## config.mk

```make
export PLATFORM = sky130hd
export DESIGN_NAME = pipe_hazard_ctrl
export DESIGN_NICKNAME = d
export VERILOG_FILES = /design/src/rtl/pipe_hazard_ctrl.sv
export SDC_FILE = /design/constraint.sdc
export NUM_CORES = 1
export LEC_CHECK = 0
export ABC_AREA = 1
export BUFFER_PORTS_ARGS = -buffer_cell sky130_fd_sc_hd__buf_2
export CAP_MARGIN = 20
export CORE_ASPECT_RATIO = 1.2
export CORE_MARGIN = 10
export CORE_UTILIZATION = 55
export CTS_BUF_LIST = sky130_fd_sc_hd__clkbuf_4
export CTS_CLUSTER_SIZE = 24
export DETAILED_ROUTE_END_ITERATION = 6
export GPL_TIMING_DRIVEN = 0
export PLACE_DENSITY = 0.87
export SYNTH_ARGS = -nofsm -noshare
export SYNTH_HDL_FRONTEND = slang
export SYNTH_SLANG_ARGS = --single-unit
```

## constraint.sdc

```tcl
create_clock -name CLK -period 3.3 [get_ports CLK]
set_clock_uncertainty 0.1 [all_clocks]
set_input_delay 0.165 -clock CLK [delete_from_list [all_inputs] [get_ports CLK]]
set_output_delay 0.165 -clock CLK [all_outputs]
set_load 0.02 [all_outputs]
```

## src/rtl/pipe_hazard_ctrl.sv

```systemverilog
// Hazard/stall controller for the 5-stage pipeline: load-use detection,
// MULT/DIV serialisation with HI/LO interlock, branch flush of IF/ID and
// a saturating stall-cycle counter.
module pipe_hazard_ctrl #(
  parameter int unsigned MULT_CYC = 5,
  parameter int unsigned DIV_CYC  = 10,
  parameter int unsigned CNT_W    = 16
) (
  input  logic             CLK,
  input  logic             reset,
  input  logic [4:0]       id_rs,
  input  logic [4:0]       id_rt,
  input  logic             id_use_rs,
  input  logic             id_use_rt,
  input  logic             id_md_op,
  input  logic             id_md_div,
  input  logic             id_hilo_acc,
  input  logic             id_br_taken,
  input  logic             ex_mem_read,
  input  logic [4:0]       ex_wreg,
  output logic             pc_bubble,
  output logic             ifid_stall,
  output logic             ifid_flush,
  output logic             idex_flush,
  output logic             md_start,
  output logic             md_busy,
  output logic [CNT_W-1:0] stall_cnt
);

  // md_cnt must hold DIV_CYC-1
  localparam int unsigned MD_CNT_W = (DIV_CYC > 2) ? $clog2(DIV_CYC) : 1;

  localparam logic [0:0] S_IDLE = 1'b0;
  localparam logic [0:0] S_BUSY = 1'b1;

  logic [0:0]          r_md_state;
  logic [0:0]          w_md_state_nxt;
  logic [MD_CNT_W-1:0] r_md_cnt;
  logic [MD_CNT_W-1:0] w_md_cnt_nxt;
  logic [CNT_W-1:0]    r_stall_cnt;

  logic w_load_use;
  logic w_md_busy;
  logic w_md_hz;
  logic w_stall;
  logic w_md_start;

  // Hazard detection: load-use against EX destination, HI/LO interlock on busy MD unit
  always_comb begin
    w_load_use = 1'b0;
    w_md_busy  = 1'b0;
    w_md_hz    = 1'b0;
    w_stall    = 1'b0;
    w_md_start = 1'b0;

    // $0 is hard-wired zero, so a load targeting it never creates a dependency
    w_load_use = ex_mem_read && (ex_wreg != 5'd0) &&
                 ((id_use_rs && (id_rs == ex_wreg)) ||
                  (id_use_rt && (id_rt == ex_wreg)));
    w_md_busy  = (r_md_state == S_BUSY);
    w_md_hz    = w_md_busy && (id_md_op || id_hilo_acc);
    w_stall    = w_load_use || w_md_hz;
    // Load-use blocks the start too, so the MD op launches only once its operands are ready
    w_md_start = id_md_op && !w_stall && (r_md_state == S_IDLE);
  end

  // Pipeline control outputs; reset forces every strobe low in the same cycle
  always_comb begin
    pc_bubble  = 1'b0;
    ifid_stall = 1'b0;
    ifid_flush = 1'b0;
    idex_flush = 1'b0;
    md_start   = 1'b0;
    md_busy    = 1'b0;

    if (!reset) begin
      pc_bubble  = w_stall;
      ifid_stall = w_stall;
      idex_flush = w_stall;
      // Branch is ignored while stalled; ID re-presents it once the stall clears
      ifid_flush = id_br_taken && !w_stall;
      md_start   = w_md_start;
      md_busy    = w_md_busy;
    end
  end

  assign stall_cnt = r_stall_cnt;

  // MD unit occupancy: next-state and countdown
  always_comb begin
    w_md_state_nxt = r_md_state;
    w_md_cnt_nxt   = r_md_cnt;

    case (r_md_state)
      S_IDLE: begin
        if (w_md_start) begin
          w_md_state_nxt = S_BUSY;
          w_md_cnt_nxt   = id_md_div ? MD_CNT_W'(DIV_CYC - 1)
                                     : MD_CNT_W'(MULT_CYC - 1);
        end
      end
      S_BUSY: begin
        // The start cycle counts toward latency, so busy spans LAT-1 cycles
        if (r_md_cnt <= MD_CNT_W'(1)) begin
          w_md_state_nxt = S_IDLE;
          w_md_cnt_nxt   = '0;
        end else begin
          w_md_cnt_nxt   = r_md_cnt - MD_CNT_W'(1);
        end
      end
      default: begin
        w_md_state_nxt = S_IDLE;
        w_md_cnt_nxt   = '0;
      end
    endcase
  end

  // MD state register; reset aborts any op in flight
  always_ff @(posedge CLK) begin
    if (reset) begin
      r_md_state <= S_IDLE;
      r_md_cnt   <= '0;
    end else begin
      r_md_state <= w_md_state_nxt;
      r_md_cnt   <= w_md_cnt_nxt;
    end
  end

  // Saturating count of stalled cycles
  always_ff @(posedge CLK) begin
    if (reset) begin
      r_stall_cnt <= '0;
    end else if (w_stall && (r_stall_cnt != {CNT_W{1'b1}})) begin
      r_stall_cnt <= r_stall_cnt + CNT_W'(1);
    end
  end

endmodule

```

== After elaboration in Yosys (flattened, before gate mapping) ==
Cells that the tools add are included.
Storage, ports and cells
  flip-flop bits (word level): 21
  input port bits: 24
  output and inout port bits: 22
Cells by class
  reduce and logical (&&, ||, !) cells: 14
  mux-type cells: 11
  magnitude comparators: 1
  equality and inequality tests: 4
  add/subtract/negate cells: 2
  bitwise operators: 1
Operators by type and width (count)
  $add A16 B1 Y16 const B: 1
  $ne A16 B16 Y1 const B: 1
  $mux W4: 3
  $eq A5 B5 Y1: 2
  $logic_and A1 B1 Y1: 9
  $pmux W4 S2: 1
  $mux W1: 6
  $reduce_bool A5 Y1: 1
  $le A4 B1 Y1 const B: 1
  $sub A4 B1 Y4 const B: 1
  $logic_or A1 B1 Y1: 3
  $ne A2 B2 Y1 const B: 1
  $pmux W1 S2: 1
  $logic_not A1 Y1: 1
  $not A1 Y1: 1

== Longest topological paths before layout ==
Gate-level depths: netlist of the first run.
  depth after elaboration: 10
  depth in mapped cells: 12

== Worst setup path after synthesis of the first run ==
No wires, ideal clock.
  kind: flip-flop to flip-flop
  from: register r_stall_cnt[0] (netlist: stall_cnt[0])
  to: register r_stall_cnt[2] (netlist: stall_cnt[2])
  data required time: 3.130 ns
  arrival time: 1.751 ns
  setup slack: 1.379 ns
  setup time: 0.070 ns
  clock period less this slack: 1.921 ns
  stages on the path, launching flop included: 10
  buffers on the path: 1
  path through: dfxtp_1 ha_1 nand2_2 nor3_4 nand3_2 nand3b_4 nand2_4 buf_6 nand2_1 a21oi_2
On the way
  longest elaborated chain between the ends: 2
  elaborated cells between the ends (all ways): 3
RTL lines
  start, declared: RTL line 40  | logic [CNT_W-1:0] r_stall_cnt;
  start signal, assigned: RTL line 134  | r_stall_cnt <= r_stall_cnt + CNT_W'(1);
  branches (longest 2 deep; another with $add A16 B1 Y16)
Parallel ways; which one is timed is not known.
A chain may end at the register's enable or synchronous reset.

== Worst setup path in the final report of the first run ==
Ends and elaborated chain as after synthesis.

==> metrics, run 1 <==
Clk Tree Root Cell=sky130_fd_sc_hd__clkbuf_4; post-route core utilization=around 70%; setup fix buffers added after clock tree synthesis=0; commonest cells in the netlist=sky130_fd_sc_hd__nand2_1 (68), sky130_fd_sc_hd__inv_1 (30), sky130_fd_sc_hd__nor2_1 (30); crit path to=stall_cnt[2]; maximum vdd ir drop=around 0.00028 V; total power of the final layout=roughly 560 uW; Final Hold Fails=0; number of buffers inserted by port buffering=44; Worst slew margin=59.01%; final critical-path required period=slightly above 2 ns; per-cell via count in the routed design=5.012; global-route wire length before repair=6354 um; Post-Layout Inst Area=about 1800 sq um; run status=completed; syn nets=273; final layout net count=between 300 and 400; iteration-0 DRC count of the detailed router=between 90 and 100; library cell contributing the largest single delay on the critical path=sky130_fd_sc_hd__dfxtp_1; number of buffer and inverter instances along the worst setup path=1; total wirelength of the detailed-routed design=about 3700 um; power density of the placed cells=about 300 nW/um^2; internal power contribution=between 300 and 400 uW; x dimension of the die=~70 um; synth top area cells=sky130_fd_sc_hd__dfxtp_1 (27%), sky130_fd_sc_hd__nand2_1 (17%), sky130_fd_sc_hd__nand3_1 (9.4%); count of nets left with antenna violations after detail routing=0; post-cts gate resize count=0; largest fanout on the critical path=10; Post-DP Area=about 1800 sq um; area of the mapped netlist=around 1500 sq um; Least-Margin Pin Slew=between 0.6 and 0.7 ns; post-synth top area cell=sky130_fd_sc_hd__dfxtp_1; longest individual stage delay on the worst path=0.44 ns; critical path class=register to register; DRC violations left=0; wire length per cell after detailed routing=roughly 11 um; mean instance size in the synthesized netlist=between 6 and 7 sq um; Post-Place Worst Slack=1.332 ns; number of synthesized register bits=21; GRT Util Overall=between 10% and 20%; clock sinks=21; switching power summed over all nets=190.5 uW; maximum number of pins on one net before global-route repair=13; most used standard cell by instance count after synthesis=sky130_fd_sc_hd__nand2_1; crit path launch type=register; switching share of power=34.09%; count of TritonRoute iterations in the first routing pass=4; part of the power in registers=49.1%; clock buffer count from CTS=3; clock network fraction of total power=22.9%; dpl hpwl=2997 um; standby leakage power=between 0.9 and 1 nW; share of layout cells above drive strength 1=about a quarter; sequential-to-total area share from yosys stat=27.27%; number of global-route vias before repair=about 1,600; start point of the critical path=stall_cnt[0]; TritonCTS clock tree=yes; Final setup viols=0; maximum count of clock buffers along a single path=2; setup tns final=0 ns; critical path data arrival time=2.16 ns; total of max-cap violations=0; CP required=about 3.5 ns; Final Cycle Share=~61%; number of antenna violations at the first check in global routing=0; Synth-to-Final Area Change=18.75%; number of filler cells placed in the layout=between 200 and 300; critical path endpoint category=register; count of standard-cell rows=20; Yosys Warn Count=0; maximum clock rate=between 0.4 and 0.5 GHz; clock transition time at the flip-flop clock pins of the worst setup and hold paths=0.12 ns; combinational share of power=roughly 28%; quantity of hold-fixing buffers added after cts=0; Storage cell area=420.4 sq um; final number of max-transition violations=0; Top Ports=46; RR Endpoint=stall_cnt[2]; commonest register cell after synthesis=sky130_fd_sc_hd__dfxtp_1; antenna diode count=0; classification of the worst-slack hold path=input port to register; synthesized instance count=246; effective utilization at floorplan=59.23%; startpoint of the worst register-to-register path=stall_cnt[0]; Remaining Overflow, GRT=0; routability cong.=0.9529; Worst-Skew Late Latency=~0.32 ns; number of enable flip-flop cells after synthesis=0; unrepaired setup endpoints after global routing=no; overall die area=~5300 sq um; minimum setup slack among reg-to-reg paths=roughly 1.3 ns; Final Worst Setup Slack=~1.3 ns; vias after detailed routing=1,639; depth of the most critical reg-to-reg path=9; cells along the critical path=ha_1 > nand2_2 > nor3_4 > nand3_2 > nand3b_4 > nand2_4 > buf_6 > nand2_1 > a21oi_2; Synth top area share=a little over a quarter; kind of cell with the highest combined delay on the critical path=simple AND/OR/NAND/NOR gates; y dimension of the die=77.99 um; combined area of the multi-input logic cells=942.2 sq um; placeable core area=between 2000 and 3000 sq um; H-tree depth=1; Cell variety after synth=26; Synth async-reset ratio=0%; number of logic stages on the critical path including buffering=9
==> power groups by stage <==
stage               sequential (mW)  clock [mW]  combinational, mW
detailed placement            0.280           0              0.157
CTS                           0.274       0.133              0.157
floorplan                     0.282           0              0.108
finish                        0.274       0.128              0.156
global placement              0.280           0              0.153
global route                  0.277       0.146              0.179
==> per-layer routing <==
layer  track usage [%]  wire length, um  vias up
li1                  -                -      864
met1             15.63             1596      730
met2             25.19             1813       38
met3             3.736              274        7
met4             5.645               53        0
met5                 0                0        -
==> through the flow <==
step                      hold WS, ns  instances
after global placement         0.3687        323
after detailed placement       0.3772        323
after CTS                     0.07259        327
after floorplan                0.3058        246
final                         0.08731        327
after global routing          0.07057        327
==> worst min path at each step <==
stage	startpoint	to	slack [ns]	cells past startpoint
2_1_floorplan	id_md_div	r_md_cnt[2]	0.31	3
3_3_place_gp	r_md_cnt[1]	r_md_cnt[1]	0.37	2
3_5_place_dp	stall_cnt[14]	stall_cnt[14]	0.38	2
4_1_cts	id_md_div	r_md_cnt[2]	0.07	4
5_1_grt	id_md_div	r_md_cnt[2]	0.07	4
6_report	id_md_div	r_md_cnt[2]	0.09	4
==> cell usage in the layout, fill, tap and decap left out <==
cell and count:
sky130_fd_sc_hd__nor2_1 30, sky130_fd_sc_hd__clkbuf_1 3, sky130_fd_sc_hd__buf_4 2, sky130_fd_sc_hd__nand3b_4 1, sky130_fd_sc_hd__clkbuf_4 3, sky130_fd_sc_hd__nand3_2 1
sky130_fd_sc_hd__a31oi_1 1, sky130_fd_sc_hd__a21oi_1 9, sky130_fd_sc_hd__nand2_4 1, sky130_fd_sc_hd__buf_6 1, sky130_fd_sc_hd__nor3_1 5, sky130_fd_sc_hd__xnor2_1 3
sky130_fd_sc_hd__o21ai_0 2, sky130_fd_sc_hd__nand2_1 68, sky130_fd_sc_hd__clkinv_2 1, sky130_fd_sc_hd__a21oi_2 10, sky130_fd_sc_hd__o21ai_1 4, sky130_fd_sc_hd__o211ai_1 1
sky130_fd_sc_hd__nand2_2 2, sky130_fd_sc_hd__inv_1 30, sky130_fd_sc_hd__dfxtp_1 21, sky130_fd_sc_hd__xor2_1 10, sky130_fd_sc_hd__nor3_4 1, sky130_fd_sc_hd__nand3_1 29
sky130_fd_sc_hd__ha_1 3, sky130_fd_sc_hd__nand4_1 1, sky130_fd_sc_hd__buf_2 46, sky130_fd_sc_hd__inv_2 5
==> final cells by class <==
cell class              count  area share [%]
multi-input cells         182           51.47
flip-flops and latches     21           22.97
repair buffers             44           12.03
inverters                  35           7.177
plain buffers               8           2.597
well taps                  33           2.256
clock buffers               3           1.230
clock inverters             1          0.2734
==> state kept, by name (all words and copies together), names as in the netlist <==
register and count:
r_md_cnt 4, r_md_state 1, stall_cnt 16
==> worst min-delay path: cells and delay by family <==
| kind | cells | cell delay (ns) |
|---|---|---|
| simple gates | 1 | 0.05 |
| buf+inv | 1 | 0.09 |
| compound gates | 2 | 0.17 |
==> cell families after synthesis <==
kind of cell	after synthesis	share of synthesized area [%]
and+or+nand+nor	139	39.85
xor gates and xnor gates	13	7.386
DFF	21	27.27
buffers and inverters	43	11.61
adders and majority gates	3	2.435
AOI/OAI and AO/OA	27	11.44
(Power assumes the default switching activity.)
==> inputs of run 2 (changes only) <==
--- a/config.mk
+++ b/config.mk
@@ -10,12 +10,12 @@
 export CAP_MARGIN = 20
 export CORE_ASPECT_RATIO = 1.2
 export CORE_MARGIN = 10
-export CORE_UTILIZATION = 55
+export CORE_UTILIZATION = 48
 export CTS_BUF_LIST = sky130_fd_sc_hd__clkbuf_4
 export CTS_CLUSTER_SIZE = 24
 export DETAILED_ROUTE_END_ITERATION = 6
 export GPL_TIMING_DRIVEN = 0
-export PLACE_DENSITY = 0.87
+export PLACE_DENSITY = 0.81
 export SYNTH_ARGS = -nofsm -noshare
 export SYNTH_HDL_FRONTEND = slang
 export SYNTH_SLANG_ARGS = --single-unit
==> constraint.sdc (replaced) <==
create_clock -name CLK -period 1.72 [get_ports CLK]
set_clock_uncertainty 0.1 [all_clocks]
set_input_delay 0.086 -clock CLK [delete_from_list [all_inputs] [get_ports CLK]]
set_output_delay 0.086 -clock CLK [all_outputs]
set_load 0.02 [all_outputs]
==> metrics, run 2 (synthesis gave the netlist of run 1 again) <==
run status=completed; maximum count of clock buffers along a single path=2; global-route wire length before repair=about 7100 um; overall die area=5887 sq um; combinational share of power=approximately a third; combined area of the multi-input logic cells=roughly 1000 sq um; DRC violations left=0; crit path launch type=register; largest fanout on the critical path=10; clock network fraction of total power=22.5%; flip-flop count of the largest register after layout=16; clock buffer count from CTS=3; Final setup viols=0; switching power summed over all nets=approximately 380 uW; clock sinks=21; Final Worst Setup Slack=~0.058 ns; wire length per cell after detailed routing=12.60 um; Final Non-Filler Cells=342; share of layout cells above drive strength 1=between 30 and 40%; number of filler cells placed in the layout=approximately 290; Worst-Skew Late Latency=0.31 ns; placeable core area=3083 sq um; maximum number of pins on one net before global-route repair=12; routability cong.=roughly 0.9; CP required=1.53 ns; x dimension of the die=about 72 um; number of antenna violations at the first check in global routing=0; antenna diode count=0; y dimension of the die=between 80 and 90 um; iteration-0 DRC count of the detailed router=95; clock transition time at the flip-flop clock pins of the worst setup and hold paths=roughly 0.11 ns; final layout net count=approximately 330; switching share of power=approximately 33%; maximum vdd ir drop=between 0.0003 and 0.0004 V; placed insts=326; final critical-path required period=around 1.7 ns; critical path data arrival time=1.48 ns; Least-Margin Pin Slew=between 0.4 and 0.5 ns; total wirelength of the detailed-routed design=about 4300 um; Clk Tree Root Cell=sky130_fd_sc_hd__clkbuf_4; per-cell via count in the routed design=between 5 and 6; total of max-cap violations=0; internal power contribution=about 770 uW; commonest cells after routing, fill and taps aside=sky130_fd_sc_hd__nand2_1 (66), sky130_fd_sc_hd__buf_2 (44), sky130_fd_sc_hd__inv_1 (30), sky130_fd_sc_hd__nor2_1 (28), sky130_fd_sc_hd__nand3_1 (28); Remaining Overflow, GRT=0; Top Ports=between 40 and 50; final number of max-transition violations=0; power density of the placed cells=570.3 nW/um^2; count of nets left with antenna violations after detail routing=0; number of global-route vias before repair=approximately 1,600; Final Cycle Share=between 90% and 100%; dpl hpwl=about 3200 um; H-tree depth=1; vias after detailed routing=1,763; total power of the final layout=between 1 and 1.5 mW; quantity of hold-fixing buffers added after cts=0; Worst slew margin=a little under three quarters; Final Hold Fails=0; classification of the worst-slack hold path=input port to register; unrepaired setup endpoints after global routing=yes; effective utilization at floorplan=50.00%; standby leakage power=about 1.0 nW; Synth-to-Final Area Change=30.60%; GRT Util Overall=between 10% and 20%; maximum clock rate=roughly 0.6 GHz; Post-Place Worst Slack=-0.1400 ns; critical path endpoint category=output port; critical path class=register to output port; part of the power in registers=~46%; Storage cell area=432.9 sq um; TritonCTS clock tree=yes; count of TritonRoute iterations in the first routing pass=4; count of standard-cell rows=22; most common cell after layout, fill and taps aside=sky130_fd_sc_hd__nand2_1; number of buffers inserted by port buffering=44
## run 2: final cells by class
type / count / share of cell area (%)
buffer: 8 / 2.859
clock buffer: 4 / 1.492
inverter: 35 / 6.526
multi-input combinational: 182 / 49.60
sequential: 21 / 21.50
tap: 36 / 2.237
timing repair buffer: 56 / 15.79
## run 2: path summary, 6_finish.rpt
check,from,to,slack [ns],cells past startpoint
worst max-delay path,r_md_state,ifid_flush,0.06,5
worst min-delay path,id_md_div,r_md_cnt[2],0.02,4
worst max register to register,stall_cnt[1],stall_cnt[13],0.10,9
worst min register to register,r_md_cnt[1],r_md_cnt[1],0.39,2
## run 2: power groups by stage
stage | sequential, mW | combinational (mW) | clock [mW]
detailed placement | 0.540 | 0.304 | 0
global route | 0.530 | 0.410 | 0.282
finish | 0.527 | 0.363 | 0.259
global placement | 0.539 | 0.296 | 0
CTS | 0.527 | 0.337 | 0.271
floorplan | 0.543 | 0.207 | 0
## run 2: routing by layer
layer / GRT usage (%) / up-vias / part of all wire (%)
met4: 5.620 / 0 / 2.2
li1: - / 895 / -
met2: 26.94 / 59 / 52
met3: 3.016 / 13 / 5.8
met5: 0 / - / 0
met1: 15.42 / 796 / 40
## run 2: critical path, stage by stage, from the launching register on
cell	delay, ns
sky130_fd_sc_hd__dfxtp_1	0.37
sky130_fd_sc_hd__o21ai_1	0.23
sky130_fd_sc_hd__nand2_2	0.11
sky130_fd_sc_hd__buf_4	0.20
sky130_fd_sc_hd__nor2_1	0.09
sky130_fd_sc_hd__buf_2	0.17
## run 2: stage by stage
| stage | hold slack (ns) | utilization [%] | setup TNS (ns) | cell area [sq um] |
|---|---|---|---|---|
| after CTS | 0.02071 | 62.58 | -0.0004976 | 1929 |
| after detailed placement | 0.3696 | 59.05 | -1.505 | 1821 |
| final | 0.02468 | 65.30 | 0 | 2013 |
| after floorplan | 0.2070 | - | 0 | 1555 |
| after global placement | 0.3520 | 59.05 | -1.027 | 1821 |
| after global routing | 0.05237 | 65.30 | -0.05973 | 2013 |
## run 2: what timing repair did
item	in CTS	in global routing
gates resized for setup	5	16
pin swaps	2	6
buffers inserted	7	4
gates cloned	1	0
endpoints found under the setup margin	17	20
==> inputs of run 3 (changes only) <==
--- a/config.mk
+++ b/config.mk
@@ -8,14 +8,16 @@
 export ABC_AREA = 1
 export BUFFER_PORTS_ARGS = -buffer_cell sky130_fd_sc_hd__buf_2
 export CAP_MARGIN = 20
+export CELL_PAD_IN_SITES_DETAIL_PLACEMENT = 0
+export CELL_PAD_IN_SITES_GLOBAL_PLACEMENT = 2
 export CORE_ASPECT_RATIO = 1.2
 export CORE_MARGIN = 10
-export CORE_UTILIZATION = 48
+export CORE_UTILIZATION = 24
 export CTS_BUF_LIST = sky130_fd_sc_hd__clkbuf_4
 export CTS_CLUSTER_SIZE = 24
 export DETAILED_ROUTE_END_ITERATION = 6
 export GPL_TIMING_DRIVEN = 0
-export PLACE_DENSITY = 0.81
+export PLACE_DENSITY = 0.79
 export SYNTH_ARGS = -nofsm -noshare
 export SYNTH_HDL_FRONTEND = slang
 export SYNTH_SLANG_ARGS = --single-unit
==> metrics, run 3 (synthesis gave the netlist of run 1 again) <==
per-cell via count in the routed design=between 4 and 5; count of standard-cell rows=31; power density of the placed cells=566.2 nW/um^2; RR Endpoint=stall_cnt[14]; number of antenna violations at the first check in global routing=0; clock buffer count from CTS=3; longest individual stage delay on the worst path=approximately 0.38 ns; classification of the worst-slack hold path=input port to register; Final Hold Fails=0; antenna diode count=0; crit path launch type=register; Worst slew margin=between 60 and 70%; Top Ports=between 40 and 50; total of max-cap violations=0; iteration-0 DRC count of the detailed router=20; number of global-route vias before repair=between 1,500 and 2,000; largest fanout on the critical path=10; critical path data arrival time=between 1.5 and 2 ns; quantity of hold-fixing buffers added after cts=0; vias after detailed routing=1,630; maximum vdd ir drop=roughly 0.00025 V; dpl hpwl=between 3000 and 4000 um; clock transition time at the flip-flop clock pins of the worst setup and hold paths=about 0.13 ns; standby leakage power=between 0.9 and 1 nW; critical path endpoint category=register; most common cell after layout, fill and taps aside=sky130_fd_sc_hd__nand2_1; number of buffer and inverter instances along the worst setup path=1; flip-flop count of the largest register after layout=16; final layout net count=330; clock sinks=21; CP required=1.87 ns; total wirelength of the detailed-routed design=4500 um; commonest cells after routing, fill and taps aside=sky130_fd_sc_hd__nand2_1 (66), sky130_fd_sc_hd__buf_2 (44), sky130_fd_sc_hd__inv_1 (30), sky130_fd_sc_hd__nor2_1 (29), sky130_fd_sc_hd__nand3_1 (28); Clk Tree Root Cell=sky130_fd_sc_hd__clkbuf_4; Final Worst Setup Slack=0.09884 ns; count of nets left with antenna violations after detail routing=0; minimum setup slack among reg-to-reg paths=0.1 ns; depth of the most critical reg-to-reg path=9; run status=completed; hold path startpoint=id_md_div; Final setup viols=0; overall die area=~10,000 sq um; Synth-to-Final Area Change=31.09%; library cell contributing the largest single delay on the critical path=sky130_fd_sc_hd__dfxtp_4; H-tree depth=1; number of buffers inserted by port buffering=44; GRT Util Overall=a little under a tenth; Worst-Skew Late Latency=0.31 ns; unrepaired setup endpoints after global routing=yes; maximum clock rate=a little over 0.6 GHz; maximum count of clock buffers along a single path=2; cells along the critical path=ha_4 > nand2_2 > nor3_4 > nand3_2 > nand3b_4 > nand2_4 > buf_8 > nand2_1 > a21oi_2; Min-Delay Path Depth=4; count of TritonRoute iterations in the first routing pass=4; Min-Delay Endpoint=r_md_cnt[2]; DRC violations left=0; final number of max-transition violations=0; Final Cycle Share=~94%; x dimension of the die=93.16 um; placeable core area=6128 sq um; startpoint of the worst register-to-register path=stall_cnt[0]; critical path class=register to register; TritonCTS clock tree=yes; maximum number of pins on one net before global-route repair=12; global-route wire length before repair=about 7800 um; Post-DP Area=1878 sq um; final critical-path required period=between 1.5 and 2 ns; Post-Layout Inst Area=approximately 2000 sq um; kind of cell with the highest combined delay on the critical path=simple AND/OR/NAND/NOR gates; Least-Margin Pin Slew=0.4600 ns; Post-Place Worst Slack=-0.1297 ns; share of layout cells above drive strength 1=around 33%; Remaining Overflow, GRT=0; wire length per cell after detailed routing=between 10 and 15 um; post-route core utilization=between 30% and 40%; worst hold slack across all endpoints=0.01310 ns; effective utilization at floorplan=25.15%; y dimension of the die=107.8 um; routability cong.=0.8476
run 3: changes by cell type in the layout (fill, tap and decap cells not counted), moves of 2 or more:
| cell | previous run | this run |
|---|---|---|
| sky130_fd_sc_hd__buf_4 | 13 | 11 |
| sky130_fd_sc_hd__dfxtp_2 | 4 | 6 |
| sky130_fd_sc_hd__dfxtp_1 | 15 | 13 |
| sky130_fd_sc_hd__buf_6 | 4 | 1 |
| sky130_fd_sc_hd__nor3_1 | 1 | 4 |
| sky130_fd_sc_hd__nor3_2 | 4 | 1 |
run 3: what timing repair did:
action / CTS / global route
setup buffers: 8 / 0
resized for setup: 7 / 9
pin swaps: 3 / 1
setup endpoints to repair: 18 / 22
endpoints found under the hold margin: 0 / 0
run 3: worst max path at each step:
| stage | endpoint | cells after the start | from | slack (ns) |
|---|---|---|---|---|
| floorplan | stall_cnt[3] | 8 | stall_cnt[0] | 0.007 |
| global placement | stall_cnt[5] | 8 | stall_cnt[0] | -0.14 |
| detailed placement | stall_cnt[3] | 8 | stall_cnt[0] | -0.13 |
| CTS | ifid_stall | 4 | r_md_state | 0.02 |
| global route | stall_cnt[0] | 10 | stall_cnt[0] | -0.02 |
| finish | stall_cnt[14] | 9 | stall_cnt[0] | 0.1 |
run 3: power breakdown:
part | total [mW] | switching [mW] | internal (mW)
Combinational | 0.349 | 0.210 | 0.139
Clock | 0.267 | 0.161 | 0.106
Sequential | 0.528 | 0.0176 | 0.511
run 3: metal layers:
layer	part of all wire [%]	GRT usage (%)
met1	47	11.41
met2	47	15.85
met3	4.6	2.233
met4	1.2	2.980
met5	0	0
run 3: per-stage QoR:
step / TNS (ns) / instances / power (mW)
6_report: 0 / 384 / 1.144
3_5_place_dp: -1.473 / 372 / 0.8521
2_1_floorplan: 0 / 246 / 0.7506
4_1_cts: 0 / 384 / 1.165
5_1_grt: -0.02620 / 384 / 1.237
3_3_place_gp: -1.728 / 372 / 0.8500
run 3: worst register-to-register path, stage by stage, from the launching register on:
cell	delay (ns)
sky130_fd_sc_hd__dfxtp_4	0.38
sky130_fd_sc_hd__ha_4	0.14
sky130_fd_sc_hd__nand2_2	0.07
sky130_fd_sc_hd__nor3_4	0.16
sky130_fd_sc_hd__nand3_2	0.09
sky130_fd_sc_hd__nand3b_4	0.19
sky130_fd_sc_hd__nand2_4	0.10
sky130_fd_sc_hd__buf_8	0.13
sky130_fd_sc_hd__nand2_1	0.07
sky130_fd_sc_hd__a21oi_2	0.10
run 3: area by class of cell:
cell class | count | area [sq um]
well taps | 82 | 102.6
fillers | 720 | 4108
inverters | 35 | 131.4
multi-input cells | 182 | 979.7
plain buffers | 8 | 61.31
clock buffers | 4 | 30.03
flip-flops and latches | 21 | 435.4
repair buffers | 52 | 280.3
